`src/rtl/bcd_pkg.sv`:
```
// -----------------------------------------------------------------------------
// bcd_pkg
// Shared definitions for the BCD modulo counter:
//   bcd_t          4-bit BCD digit type
//   BCD_MAX        largest legal BCD digit (9)
//   BCD_ZERO       zero digit
//   cnt_op_e       per-cycle operation decoded by the counter top level
//   is_valid_bcd   pure check that a digit is in 0..9
//   bcd_value      binary value of a tens/units digit pair (0..165)
// -----------------------------------------------------------------------------
package bcd_pkg;

  typedef logic [3:0] bcd_t;

  localparam bcd_t BCD_MAX  = 4'd9;
  localparam bcd_t BCD_ZERO = 4'd0;

  localparam int BCD_MODULO_MIN = 2;
  localparam int BCD_MODULO_MAX = 100;

  // Operation applied to the digit pair on the next clock edge.
  typedef enum logic [2:0] {
    OP_HOLD,    // keep both digits
    OP_LOAD,    // load the requested digits
    OP_CLEAR,   // force 00 (illegal load, or upward wrap)
    OP_TO_MAX,  // force MODULO-1 (downward wrap)
    OP_INC,     // ripple increment
    OP_DEC      // ripple decrement
  } cnt_op_e;

  function automatic logic is_valid_bcd(input bcd_t d);
    return d <= BCD_MAX;
  endfunction

  // Inputs are 4-bit and may be non-BCD; 15*10+15 = 165 still fits 8 bits.
  function automatic logic [7:0] bcd_value(input bcd_t tens, input bcd_t units);
    return ({4'b0000, tens} * 8'd10) + {4'b0000, units};
  endfunction

endpackage

```
`src/rtl/bcd_digit.sv`:
```
// -----------------------------------------------------------------------------
// bcd_digit
// One registered BCD digit with clear / load / increment / decrement control.
// Priority: clear_i > load_i > inc_i > dec_i. Increment wraps 9->0 and
// decrement wraps 0->9; the wrap is signalled combinationally on carry_o /
// borrow_o so a neighbouring digit can ripple in the same cycle.
//
// Ports:
//   clk          clock, rising edge
//   reset        asynchronous active-low reset, digit -> 0
//   clear_i      force digit to 0
//   load_i       load load_val_i
//   load_val_i   digit value to load (caller guarantees it is BCD)
//   inc_i        step up
//   dec_i        step down
//   digit_o      registered digit
//   digit_d_o    value the digit will take on the next edge
//   carry_o      inc_i while the digit is 9
//   borrow_o     dec_i while the digit is 0
// -----------------------------------------------------------------------------
module bcd_digit
  import bcd_pkg::*;
(
  input  logic       clk,
  input  logic       reset,
  input  logic       clear_i,
  input  logic       load_i,
  input  logic [3:0] load_val_i,
  input  logic       inc_i,
  input  logic       dec_i,
  output logic [3:0] digit_o,
  output logic [3:0] digit_d_o,
  output logic       carry_o,
  output logic       borrow_o
);

  bcd_t digit_q;
  bcd_t digit_d;

  // NOTE: every combinational output is assigned a default first so no path
  // leaves it unassigned; otherwise synthesis infers a latch.
  always_comb begin
    digit_d = digit_q;
    if (clear_i) begin
      digit_d = BCD_ZERO;
    end else if (load_i) begin
      digit_d = load_val_i;
    end else if (inc_i) begin
      digit_d = (digit_q == BCD_MAX) ? BCD_ZERO : bcd_t'(digit_q + 4'd1);
    end else if (dec_i) begin
      digit_d = (digit_q == BCD_ZERO) ? BCD_MAX : bcd_t'(digit_q - 4'd1);
    end
  end

  // NOTE: state registers use non-blocking assignments so every flop samples
  // the pre-edge value of its inputs, independent of statement order.
  always_ff @(posedge clk or negedge reset) begin
    if (!reset) begin
      digit_q <= BCD_ZERO;
    end else begin
      digit_q <= digit_d;
    end
  end

  assign digit_o   = digit_q;
  assign digit_d_o = digit_d;
  assign carry_o   = inc_i && (digit_q == BCD_MAX);
  assign borrow_o  = dec_i && (digit_q == BCD_ZERO);

endmodule

```
`src/rtl/bcd_mod_counter.sv`:
```
// -----------------------------------------------------------------------------
// bcd_mod_counter
// Two-digit BCD up/down counter with range 00..MODULO-1 (MODULO in 2..100),
// synchronous validated load, a one-cycle carry/borrow pulse and a registered
// zero flag. All outputs are registered; latency from a request to the
// outputs is one clock.
//
// Configuration macro:
//   BCD_CNT_SAT_EN  when defined, counting saturates at MODULO-1 (up) and at
//                   00 (down) instead of wrapping; carry_o still pulses on
//                   every count attempt made at the boundary.
//
// Parameters:
//   MODULO        count modulus, 2..100 (checked at elaboration)
//
// Ports:
//   clk           clock, rising edge
//   reset         asynchronous active-low reset -> 00, zero_o=1, carry_o=0
//   en_i          count one step this cycle
//   up_i          1 = count up, 0 = count down
//   load_i        load strobe, overrides en_i
//   load_units_i  BCD units value to load
//   load_tens_i   BCD tens value to load
//   units_o       BCD units digit
//   tens_o        BCD tens digit
//   carry_o       one-cycle pulse on wrap (or boundary attempt when saturating)
//   zero_o        count is 00
// -----------------------------------------------------------------------------
module bcd_mod_counter
  import bcd_pkg::*;
#(
  parameter int MODULO = 60
) (
  input  logic       clk,
  input  logic       reset,
  input  logic       en_i,
  input  logic       up_i,
  input  logic       load_i,
  input  logic [3:0] load_units_i,
  input  logic [3:0] load_tens_i,
  output logic [3:0] units_o,
  output logic [3:0] tens_o,
  output logic       carry_o,
  output logic       zero_o
);

  if (MODULO < BCD_MODULO_MIN || MODULO > BCD_MODULO_MAX) begin : g_bad_modulo
    $error("bcd_mod_counter: MODULO=%0d outside legal range 2..100", MODULO);
  end

  localparam int         MAX_V     = MODULO - 1;
  localparam bcd_t       MAX_UNITS = bcd_t'(MAX_V % 10);
  localparam bcd_t       MAX_TENS  = bcd_t'(MAX_V / 10);
  localparam logic [7:0] MODULO_W  = 8'(MODULO);

  cnt_op_e op;

  logic carry_d, carry_q;
  logic zero_d, zero_q;

  // Digit control and status.
  logic u_clear, u_load, u_inc, u_dec, u_carry, u_borrow;
  logic t_clear, t_load, t_inc, t_dec, t_carry, t_borrow;
  bcd_t u_load_val, t_load_val;
  bcd_t u_digit, t_digit, u_next, t_next;

  logic load_ok;
  logic at_max;
  logic at_zero;

  // A load is legal only if both digits are BCD and the pair is in range.
  assign load_ok = is_valid_bcd(load_units_i) && is_valid_bcd(load_tens_i) &&
                   (bcd_value(load_tens_i, load_units_i) < MODULO_W);

  assign at_max  = (u_digit == MAX_UNITS) && (t_digit == MAX_TENS);
  assign at_zero = (u_digit == BCD_ZERO)  && (t_digit == BCD_ZERO);

  // Operation decode: load wins over counting; terminal values are caught
  // here so the digits themselves only ever see in-range steps.
  always_comb begin
    op      = OP_HOLD;
    carry_d = 1'b0;
    if (load_i) begin
      op = load_ok ? OP_LOAD : OP_CLEAR;
    end else if (en_i) begin
      if (up_i) begin
        if (at_max) begin
          carry_d = 1'b1;
`ifdef BCD_CNT_SAT_EN
          op = OP_HOLD;
`else
          op = OP_CLEAR;
`endif
        end else begin
          op = OP_INC;
        end
      end else begin
        if (at_zero) begin
          carry_d = 1'b1;
`ifdef BCD_CNT_SAT_EN
          op = OP_HOLD;
`else
          op = OP_TO_MAX;
`endif
        end else begin
          op = OP_DEC;
        end
      end
    end
  end

  // Clear / load controls for both digits.
  always_comb begin
    u_clear    = 1'b0;
    u_load     = 1'b0;
    u_load_val = BCD_ZERO;
    t_clear    = 1'b0;
    t_load     = 1'b0;
    t_load_val = BCD_ZERO;
    case (op)
      OP_LOAD: begin
        u_load     = 1'b1;
        u_load_val = load_units_i;
        t_load     = 1'b1;
        t_load_val = load_tens_i;
      end
      OP_CLEAR: begin
        u_clear = 1'b1;
        t_clear = 1'b1;
      end
      OP_TO_MAX: begin
        u_load     = 1'b1;
        u_load_val = MAX_UNITS;
        t_load     = 1'b1;
        t_load_val = MAX_TENS;
      end
      default: ;
    endcase
  end

  // Step controls kept outside the block above: the tens step depends on the
  // units carry/borrow, which in turn depends on the units step.
  assign u_inc = (op == OP_INC);
  assign u_dec = (op == OP_DEC);
  assign t_inc = u_carry;
  assign t_dec = u_borrow;

  bcd_digit u_units (
    .clk        (clk),
    .reset      (reset),
    .clear_i    (u_clear),
    .load_i     (u_load),
    .load_val_i (u_load_val),
    .inc_i      (u_inc),
    .dec_i      (u_dec),
    .digit_o    (u_digit),
    .digit_d_o  (u_next),
    .carry_o    (u_carry),
    .borrow_o   (u_borrow)
  );

  bcd_digit u_tens (
    .clk        (clk),
    .reset      (reset),
    .clear_i    (t_clear),
    .load_i     (t_load),
    .load_val_i (t_load_val),
    .inc_i      (t_inc),
    .dec_i      (t_dec),
    .digit_o    (t_digit),
    .digit_d_o  (t_next),
    .carry_o    (t_carry),
    .borrow_o   (t_borrow)
  );

  // The tens digit never rolls over on its own: the MODULO terminal check
  // above always intercepts first, so its carry/borrow are never consumed.
  logic unused_tens_flags;
  assign unused_tens_flags = t_carry | t_borrow;

  // The zero flag is derived from the next digit values so it lands on the
  // same edge as the count it describes.
  assign zero_d = (u_next == BCD_ZERO) && (t_next == BCD_ZERO);

  always_ff @(posedge clk or negedge reset) begin
    if (!reset) begin
      carry_q <= 1'b0;
      zero_q  <= 1'b1;
    end else begin
      carry_q <= carry_d;
      zero_q  <= zero_d;
    end
  end

  assign units_o = u_digit;
  assign tens_o  = t_digit;
  assign carry_o = carry_q;
  assign zero_o  = zero_q;

endmodule

```
`config.mk`:
```
export PLATFORM = sky130hd
export DESIGN_NAME = bcd_mod_counter
export DESIGN_NICKNAME = d
export VERILOG_FILES = /design/src/rtl/bcd_pkg.sv /design/src/rtl/bcd_digit.sv /design/src/rtl/bcd_mod_counter.sv
export SDC_FILE = /design/constraint.sdc
export NUM_CORES = 1
export LEC_CHECK = 0
export ABC_AREA = 1
export ABC_CLOCK_PERIOD_IN_PS = 4550
export BUFFER_PORTS_ARGS = -buffer_cell sky130_fd_sc_hd__buf_2
export CAP_MARGIN = 20
export CORE_AREA = 2 2 52 54
export CTS_CLUSTER_SIZE = 40
export DETAILED_ROUTE_END_ITERATION = 12
export DIE_AREA = 0 0 54 56
export GPL_TIMING_DRIVEN = 1
export PLACE_DENSITY_LB_ADDON = 0.05
export SYNTH_ARGS = -nofsm -noshare
export SYNTH_HDL_FRONTEND = slang
export SYNTH_HIERARCHICAL = 1
export SYNTH_SLANG_ARGS = --single-unit
```
`constraint.sdc`:
```
create_clock -name clk -period 4.55 [get_ports clk]
set_input_delay 0.455 -clock clk [delete_from_list [all_inputs] [get_ports clk]]
set_output_delay 0.455 -clock clk [all_outputs]
set_load 0.1 [all_outputs]
```
* Word level (Yosys, flattened, before mapping)
Index checks and enable logic that the tools add are counted.
** Cells by class
- $add $sub $neg :: 5
- Multipliers :: 1
- Mux-type cells :: 27
- Order comparisons :: 3
- Reductions and logical operators :: 12
- Eq/ne operators :: 8
** Operator list (number)
- 4-bit 2-to-1 mux :: 12
- 4-bit logical NOT :: 4
- 4-bit one-hot mux with 2 select lines :: 2
- 3-bit 2-to-1 mux :: 5
- 4-bit by 1-bit adder with 4-bit output, second input constant :: 2
- 8-bit by 4-bit adder with 8-bit output :: 1
- 4-bit equality test, second input constant :: 2
- 4-bit <= comparator, second input constant :: 2
- 8-bit by 6-bit < comparator with 1-bit output, second input constant :: 1
- 4-bit by 1-bit subtractor with 4-bit output, second input constant :: 2
- 1-bit logical AND :: 7
- 4-bit by 3-bit multiplier with 7-bit output, second input constant :: 1
- 1-bit 2-to-1 mux :: 7
- 3-bit by 2-bit equality test with 1-bit output, second input constant :: 2
- 3-bit equality test, second input constant :: 2
- 4-bit by 3-bit equality test with 1-bit output, second input constant :: 1
- 3-bit by 1-bit equality test with 1-bit output, second input constant :: 1
- 2-bit 2-to-1 mux :: 1
- 2-bit OR reduction :: 1
** Word-level totals
- Input port bits :: 13
- Word-level logic and storage cells :: 60
- Output and inout port bits :: 10
- Register bits :: 10

* Depth between registers and ports, before layout
Gate-level depths: netlist of the first run.
- Depth in word-level cells :: 14
- Gate-level depth with buffers :: 26
- Gate-level depth less buffers :: 26

* By module
The synthesis of the first run kept the hierarchy.
** Modules (own cells, without submodules)
- bcd_digit :: seq. area each 100.1 um2, area an instance 394.1 um2, times used 2, cells an instance 62
- bcd_mod_counter :: seq. area each 51.3 um2, area an instance 623.1 um2, times used 1, cells an instance 106

* Worst setup path after synthesis of the first run
Ideal clock, no wire load.
- Path kind :: input to register
- Start :: input port load_tens_i[1]
- End :: register zero_q (netlist: zero_o)
- Cell stages on the path :: 24
- Required time :: 4489 ps
- Setup slack :: 1043 ps
- Path buffers :: 2
- Data arrival time :: 3445 ps
- Library setup time :: 61 ps
- Cell sequence :: ha_1 -> ha_1 -> fa_1 -> nand2_1 -> nor2_1 -> nand2_1 -> nand2_1 -> nand2_1 -> nand2_1 -> nor2_2 -> nand3_2 -> nand2_2 -> a21oi_1 -> clkbuf_2 -> nand4_2 -> inv_2 -> clkbuf_2 -> nand4_2 -> inv_2 -> a21oi_1 -> nand2_1 -> a21oi_2 -> nor4_1 -> and2_1
** Between the ends
- Elaborated cells on any way between the ends :: 31
- Classes of those cells :: add/sub: 1; mul: 1; order compare: 2; eq/ne: 5; mux: 14; reduce/logical: 8
** RTL lines
- start: declaration :: RTL line bcd_mod_counter.sv:40 : input logic [3:0] load_tens_i,
- 4-bit by 3-bit multiplier with 7-bit output :: RTL line bcd_pkg.sv:37 : return ({4'b0000, tens} * 8'd10) + {4'b0000, units};
- 8-bit by 4-bit adder with 8-bit output :: RTL line bcd_pkg.sv:37
- 8-bit by 6-bit < comparator with 1-bit output :: RTL line bcd_mod_counter.sv:73 : (bcd_value(load_tens_i, load_units_i) < MODULO_W);
- 1-bit logical AND (*) :: RTL line bcd_mod_counter.sv:72 : assign load_ok = is_valid_bcd(load_units_i) && is_valid_bcd(load_tens_i) &&
- 2-bit 2-to-1 mux (*) :: RTL line bcd_mod_counter.sv:84 : op = load_ok ? OP_LOAD : OP_CLEAR;
- 3-bit 2-to-1 mux (*) :: RTL line bcd_mod_counter.sv:83 : if (load_i) begin
- 3-bit equality test (*) :: RTL line bcd_mod_counter.sv:143 : assign u_inc = (op == OP_INC);
- named net u_inc :: RTL line bcd_mod_counter.sv:62 : logic u_clear, u_load, u_inc, u_dec, u_carry, u_borrow;
- 1-bit logical AND (*) :: RTL line bcd_digit.sv:67 : assign carry_o = inc_i && (digit_q == BCD_MAX);
- named net t_inc :: RTL line bcd_mod_counter.sv:63 : logic t_clear, t_load, t_inc, t_dec, t_carry, t_borrow;
- 4-bit 2-to-1 mux (*) :: RTL line bcd_digit.sv:48 : end else if (inc_i) begin
- 4-bit 2-to-1 mux (*) :: RTL line bcd_digit.sv:46 : end else if (load_i) begin
- 4-bit 2-to-1 mux (*) :: RTL line bcd_digit.sv:44 : if (clear_i) begin
- named net t_next[0] :: RTL line bcd_mod_counter.sv:65 : bcd_t u_digit, t_digit, u_next, t_next;
- 4-bit logical NOT (*) :: RTL line bcd_mod_counter.sv:183 : assign zero_d = (u_next == BCD_ZERO) && (t_next == BCD_ZERO);
- 1-bit logical AND (*) :: RTL line bcd_mod_counter.sv:183
- named net zero_d :: RTL line bcd_mod_counter.sv:59 : logic zero_d, zero_q;
- end signal: assignment :: RTL line bcd_mod_counter.sv:191 : zero_q <= zero_d;
- end: declaration :: RTL line bcd_mod_counter.sv:59
The timed path passes the listed nets; every way through them passes the cells marked *.

* Final worst setup path of the first run
- Start :: input port load_tens_i[3]
- End :: register zero_q (netlist: zero_o)
** Between the ends
- Cells in the longest elaborated chain, start to end :: 14
- Elaborated cells on any way between the ends :: 31
- Classes of those cells :: add/sub: 1; mul: 1; order compare: 2; eq/ne: 5; mux: 14; reduce/logical: 8
** RTL lines
- 4-bit by 3-bit multiplier with 7-bit output :: RTL line bcd_pkg.sv:37
- 8-bit by 4-bit adder with 8-bit output :: RTL line bcd_pkg.sv:37
- 8-bit by 6-bit < comparator with 1-bit output :: RTL line bcd_mod_counter.sv:73
- 1-bit logical AND (*) :: RTL line bcd_mod_counter.sv:72
- 2-bit 2-to-1 mux (*) :: RTL line bcd_mod_counter.sv:84
- 3-bit 2-to-1 mux (*) :: RTL line bcd_mod_counter.sv:83
- 3-bit equality test (*) :: RTL line bcd_mod_counter.sv:144 : assign u_dec = (op == OP_DEC);
- named net u_dec :: RTL line bcd_mod_counter.sv:62
- (+1 left out)
- named net t_dec :: RTL line bcd_mod_counter.sv:63
- 4-bit 2-to-1 mux (*) :: RTL line bcd_digit.sv:50 : end else if (dec_i) begin
- 4-bit 2-to-1 mux (*) :: RTL line bcd_digit.sv:48
- 4-bit 2-to-1 mux (*) :: RTL line bcd_digit.sv:46
- 4-bit 2-to-1 mux (*) :: RTL line bcd_digit.sv:44
- named net t_next[3] :: RTL line bcd_mod_counter.sv:65
- 4-bit logical NOT (*) :: RTL line bcd_mod_counter.sv:183
- 1-bit logical AND (*) :: RTL line bcd_mod_counter.sv:183
- named net zero_d :: RTL line bcd_mod_counter.sv:59
Marks and branches as above.

==> impl_metrics.json, run 1 <==
{
  "cell_internal_pwr_w": 0.000275,
  "worstSetupPathType": "input pin to register",
  "cts-root-buf": "clkbuf_4",
  "drv_slew": 0,
  "die_h_microns": 56,
  "critical_path_arrival_ps": 4030,
  "fillers": 240,
  "r2r_start": "u_tens/digit_o[0]",
  "multi_input_area_sq_um": 995,
  "max_stage_delay_ps": 530,
  "met3_length_microns": 134,
  "critical_path.slowest_cell": "fa_1",
  "cp-startpoint": "load_tens_i[3]",
  "critPathRequiredTime_ps": 4760,
  "finalPower_w": 0.000693,
  "maxSlewHeadroom": 0.600,
  "grt_usage": 0.229,
  "synthCells": 229,
  "portBuffers": 22,
  "setup_ws_ps": 737,
  "drc_errors": 0,
  "overflow": 0,
  "fin_util": 0.648,
  "routed-wl-met2_microns": 1380,
  "grt_pass1_wl_microns": 5420,
  "max_clock_freq_ghz": 0.262,
  "ff_latch_area_sq_um": 251,
  "fin_crit_ps": 3810,
  "cellPowerDensity_nw_per_um2": 440,
  "setup_viol": 0,
  "die_w_microns": 54,
  "switchingPower_w": 0.000418,
  "critPathLaunchType": "input pin",
  "initial_utilization": 0.579,
  "core-area_sq_um": 2430,
  "hold_class": "input pin to async pin",
  "status": "complete, no violations",
  "cts_resized": 0,
  "postCtsSetupBuffers": 0,
  "maxUsedRoutingLayer": "met4",
  "drt_iter0_drc": 55,
  "htreeDepth": 1,
  "synthToLayoutAreaGrowth_pct": 12.0,
  "cts_tree": "built",
  "vias_per_cell": 5.21,
  "preCtsSetupSlack_ps": 503,
  "cts_buffers": 3,
  "avgSynthCellArea_sq_um": 6.15,
  "hpwl_microns": 2660,
  "grt_max_degree": 11,
  "drive_gt1_frac": 0.190,
  "ir_drop_v": 0.000371,
  "skew_ps": 4.53,
  "yosysWarnings": 6,
  "insertion_delay_ps": 270,
  "rsz0062_at_grt": "false",
  "clockPowerShare": 0.113,
  "wl_met1_microns": 1610,
  "dieArea_sq_um": 3020,
  "antenna_found_initial": 0,
  "cap_violations": 0,
  "grt_pass1_vias": 1331,
  "crit_top_cell": "nand2_1",
  "cts_sinks": 10,
  "comb_power_share": 0.656,
  "nets": 280,
  "netlist_area_sq_um": 1410,
  "hold_viol": 0,
  "vias": 1470,
  "num_rows": 18,
  "diodes": 0,
  "drt-pass1-iter-count": 5,
  "worstSetupEndpointType": "register",
  "finalWeightedCongestion": 0.956,
  "clk_pin_slew_ps": 60,
  "holdWs_ps": 30.9,
  "seq_power_share": 0.232,
  "postCtsHoldBufs": 0,
  "worst_slew_pin_slew_ps": 600,
  "io_pins": 23,
  "syn_nets": 256,
  "ant_nets": 0,
  "fin_crit_sh": 0.838,
  "power.leakage_nw": 0.909,
  "clock_path_buffers": 2,
  "wl_per_cell_microns": 11.2,
  "wl_microns": 3150,
  "switching_share": 0.603,
  "fin_setup_tns_ps": 0,
  "path_max_fanout": 6
}
==> placed cells by master, fill, tap and decap left out, types with 3 or more instances in the layout <==
master,count
dfrtp_1,9
nor2_2,4
inv_1,32
a21oi_1,18
o21ai_0,14
nand2_1,64
nor2_1,18
nand3_1,18
clkbuf_4,3
ha_1,12
inv_2,7
buf_2,22
nand4_1,5
nor4_1,3
==> layer usage <==
layer,up-vias,global-route usage
met5,-,0
met4,0,0.0536
met3,6,0.0161
met2,42,0.355
met1,630,0.341
li1,792,-
==> state kept, by name (all words and copies together), names as in the netlist <==
| signal | cells |
|---|---|
| u_units/digit_o | 4 |
| u_tens/digit_o | 4 |
| zero_o | 1 |
| carry_o | 1 |
==> critical path: cells and delay by family <==
family,cells,cell delay [ps]
buffers and inverters,3,290
adders and majority gates,3,1030
AOI/OAI and AO/OA,1,90
and+or+nand+nor,18,2140
==> layout make-up <==
class                   instances  share of cell area
flip-flops and latches         10               0.160
clock buffers                   4              0.0230
well taps                      30              0.0238
repair buffers                 22              0.0698
inverters                      39              0.0929
multi-input cells             177               0.631
==> power groups by stage <==
| stage | registers, W | clock network [W] | logic [W] |
|---|---|---|---|
| floorplan | 0.000320 | 0 | 0.000208 |
| global placement | 0.000162 | 0 | 0.000449 |
| detailed placement | 0.000162 | 0 | 0.000450 |
| CTS | 0.000160 | 0.0000793 | 0.000453 |
| global route | 0.000166 | 0.0000848 | 0.000498 |
| finish | 0.000161 | 0.0000780 | 0.000455 |
==> worst paths after layout <==
| path | end | slack, ps | depth (start not counted) |
|---|---|---|---|
| min in group clk | carry_o | 600 | 5 |
| max | zero_o | 740 | 25 |
| min reg2reg | u_units/digit_o[0] | 800 | 3 |
| min | carry_o | 30 | 1 |
| max reg2reg | zero_o | 1660 | 14 |
| max in group asynchronous | zero_o | 4270 | 1 |
==> per-stage QoR <==
stage               area [sq um]  instances
finish                      1580        282
global route                1580        282
CTS                         1580        282
detailed placement          1540        278
global placement            1540        278
floorplan                   1410        229
Note: power is estimated with default switching activity, not from simulation.
==> run 2: changes to the inputs <==
- ABC_CLOCK_PERIOD_IN_PS: 4550 -> 3900
- CORE_AREA: 2 2 52 54 -> 2 2 53 55
- DIE_AREA: 0 0 54 56 -> 0 0 55 57
- clock period: 4.55 -> 3.9 ns (I/O delays scaled with it)
==> run 2 against run 1 <==
Against the previous run: clock power decreased by 9.5%; sequential share of layout area decreased by 0.19 points; critical path depth decreased by 2; cell area increased by 1.2%; clock skew increased by 3.6 ps; worst hold slack improved by 510 ps; die area increased by 3.7%; via count increased by 2.2%; first-iteration DRC count increased by 11%; register-to-register slack got worse by 540 ps; sequential power increased by 17%; flip-flop and latch count unchanged.
==> impl_metrics.json, run 2 (synthesis gave the netlist of run 1 again) <==
{
  "critPathRequiredTime_ps": 4090,
  "crit_buf_inv": 2,
  "hpwl_microns": 2700,
  "met3_usage": 0.0236,
  "ff2ff_path_depth": 11,
  "fin_crit_ps": 3520,
  "grt_pass1_vias": 1286,
  "io_pins": 23,
  "max_clock_freq_ghz": 0.284,
  "layout_common_cells": "nand2_1, inv_1, buf_2",
  "top_usage_layer": "met2",
  "nets": 283,
  "drt_iter0_drc": 61,
  "status": "complete, no violations",
  "met1_usage": 0.336,
  "wl_per_cell_microns": 11.5,
  "crit_top_cell": "nand2_1",
  "drv_slew": 0,
  "cts-root-buf": "clkbuf_4",
  "vias": 1503,
  "setup_viol": 0,
  "hold_viol": 0,
  "drc_errors": 0,
  "core-area_sq_um": 2620,
  "clock_path_buffers": 2,
  "vias_per_cell": 5.26,
  "dieArea_sq_um": 3140,
  "worstSetupPathType": "input pin to register",
  "cap_violations": 0,
  "worstSetupEndpointType": "register",
  "r2r_setup_slack_ps": 1120,
  "r2r_start": "u_units/digit_o[0]",
  "r2r-end": "zero_o",
  "ir_drop_v": 0.000444,
  "fin_setup_tns_ps": 0,
  "initial_utilization": 0.538,
  "num_rows": 19,
  "crit_chain": "buf_2 -> ha_1 -> ha_1 -> fa_1 -> nand2_1 -> nor2_1 -> nand2_1 -> nand3_1 -> nand2_1 -> nor2_2 -> nand3_2 -> nand2_2 -> nand2_1 -> nor2_1 -> inv_2 -> nor2_2 -> nand3_1 -> nand2_1 -> nand2_1 -> nand2_1 -> a21oi_1 -> nor4_1 -> and2_1",
  "hold_class": "input pin to async pin",
  "path_max_fanout": 6,
  "die_h_microns": 57,
  "power.leakage_nw": 0.918,
  "ant_nets": 0,
  "diodes": 0,
  "drt-pass1-iter-count": 4,
  "maxSlewHeadroom": 0.679,
  "antenna_found_initial": 0,
  "clk_pin_slew_ps": 60,
  "grt_pass1_wl_microns": 5500,
  "skew_ps": 8.09,
  "wl_microns": 3300,
  "fillers": 284,
  "insertion_delay_ps": 260,
  "synthToLayoutAreaGrowth_pct": 13.3,
  "overflow": 0,
  "grt_usage": 0.233,
  "cts_sinks": 10,
  "cts_buffers": 3,
  "critical_path_arrival_ps": 3710,
  "grtUsageMet2": 0.376,
  "fin_util": 0.610,
  "grt_max_degree": 11,
  "finalWeightedCongestion": 0.884,
  "cellPowerDensity_nw_per_um2": 500,
  "worst_slew_pin_slew_ps": 485,
  "die_w_microns": 55,
  "portBuffers": 22,
  "fin_crit_sh": 0.901,
  "max_stage_delay_ps": 540,
  "crit_family": "simple AND/OR/NAND/NOR gates",
  "critPathLaunchType": "input pin",
  "rsz0062_at_grt": "false",
  "cts_tree": "built",
  "mostFrequentLayoutCell": "nand2_1",
  "drive_gt1_frac": 0.196,
  "htreeDepth": 1,
  "critical_path.slowest_cell": "fa_1"
}
run 2: cell types whose count changed in the layout (fill, tap and decap cells not counted), sizes merged:
cell,delta
buf,+2
dlygate4sd3,+1
run 2: where the power goes:
part | total [W] | internal (W) | leakage [nW] | switching [W]
logic | 0.000540 | 0.000135 | 0.772 | 0.000405
clock network | 0.0000706 | 0.0000393 | 0.0150 | 0.0000313
registers | 0.000188 | 0.000133 | 0.131 | 0.0000546
run 2: routing by layer:
| metal | routed length (microns) | up-vias |
|---|---|---|
| li1 | - | 802 |
| met1 | 1570 | 667 |
| met2 | 1570 | 32 |
| met3 | 127 | 2 |
| met4 | 27 | 0 |
| met5 | 0 | - |
run 2: worst max path at each step:
| stage | depth (start not counted) | slack, ps | to | from |
|---|---|---|---|---|
| after floorplan | 24 | 460 | zero_o | load_tens_i[1] |
| after global placement | 25 | 280 | zero_o | load_tens_i[3] |
| after detailed placement | 25 | 160 | zero_o | load_tens_i[3] |
| after CTS | 25 | 370 | zero_o | load_tens_i[3] |
| after global routing | 25 | 70 | zero_o | load_tens_i[3] |
| final | 23 | 380 | zero_o | load_tens_i[3] |
run 2: layout make-up:
cell class                 instances  area [sq um]  share of cell area
inverter                          39           146              0.0918
sequential                        10           251               0.158
multi-input combinational        177           997               0.625
tap                               31          38.8              0.0243
timing repair buffer              25           135              0.0847
clock buffer                       4          26.3              0.0165
run 2: timing repair:
action | in CTS | in global routing
gates resized for setup | 0 | 1
hold endpoints to repair | 9 | 0
setup endpoints to repair | 0 | 1
buffers inserted | 0 | 0
hold buffers | 1 | 0
run 2: metrics by stage:
stage	hold slack (ps)	cells	cell area (sq um)	total power [W]	setup slack [ps]
3_3_place_gp	259	281	1560	0.000721	283
6_report	536	286	1600	0.000798	385
3_5_place_dp	261	281	1560	0.000722	159
2_1_floorplan	94.4	229	1410	0.000616	458
4_1_cts	514	286	1590	0.000799	374
5_1_grt	540	286	1600	0.000869	71.2
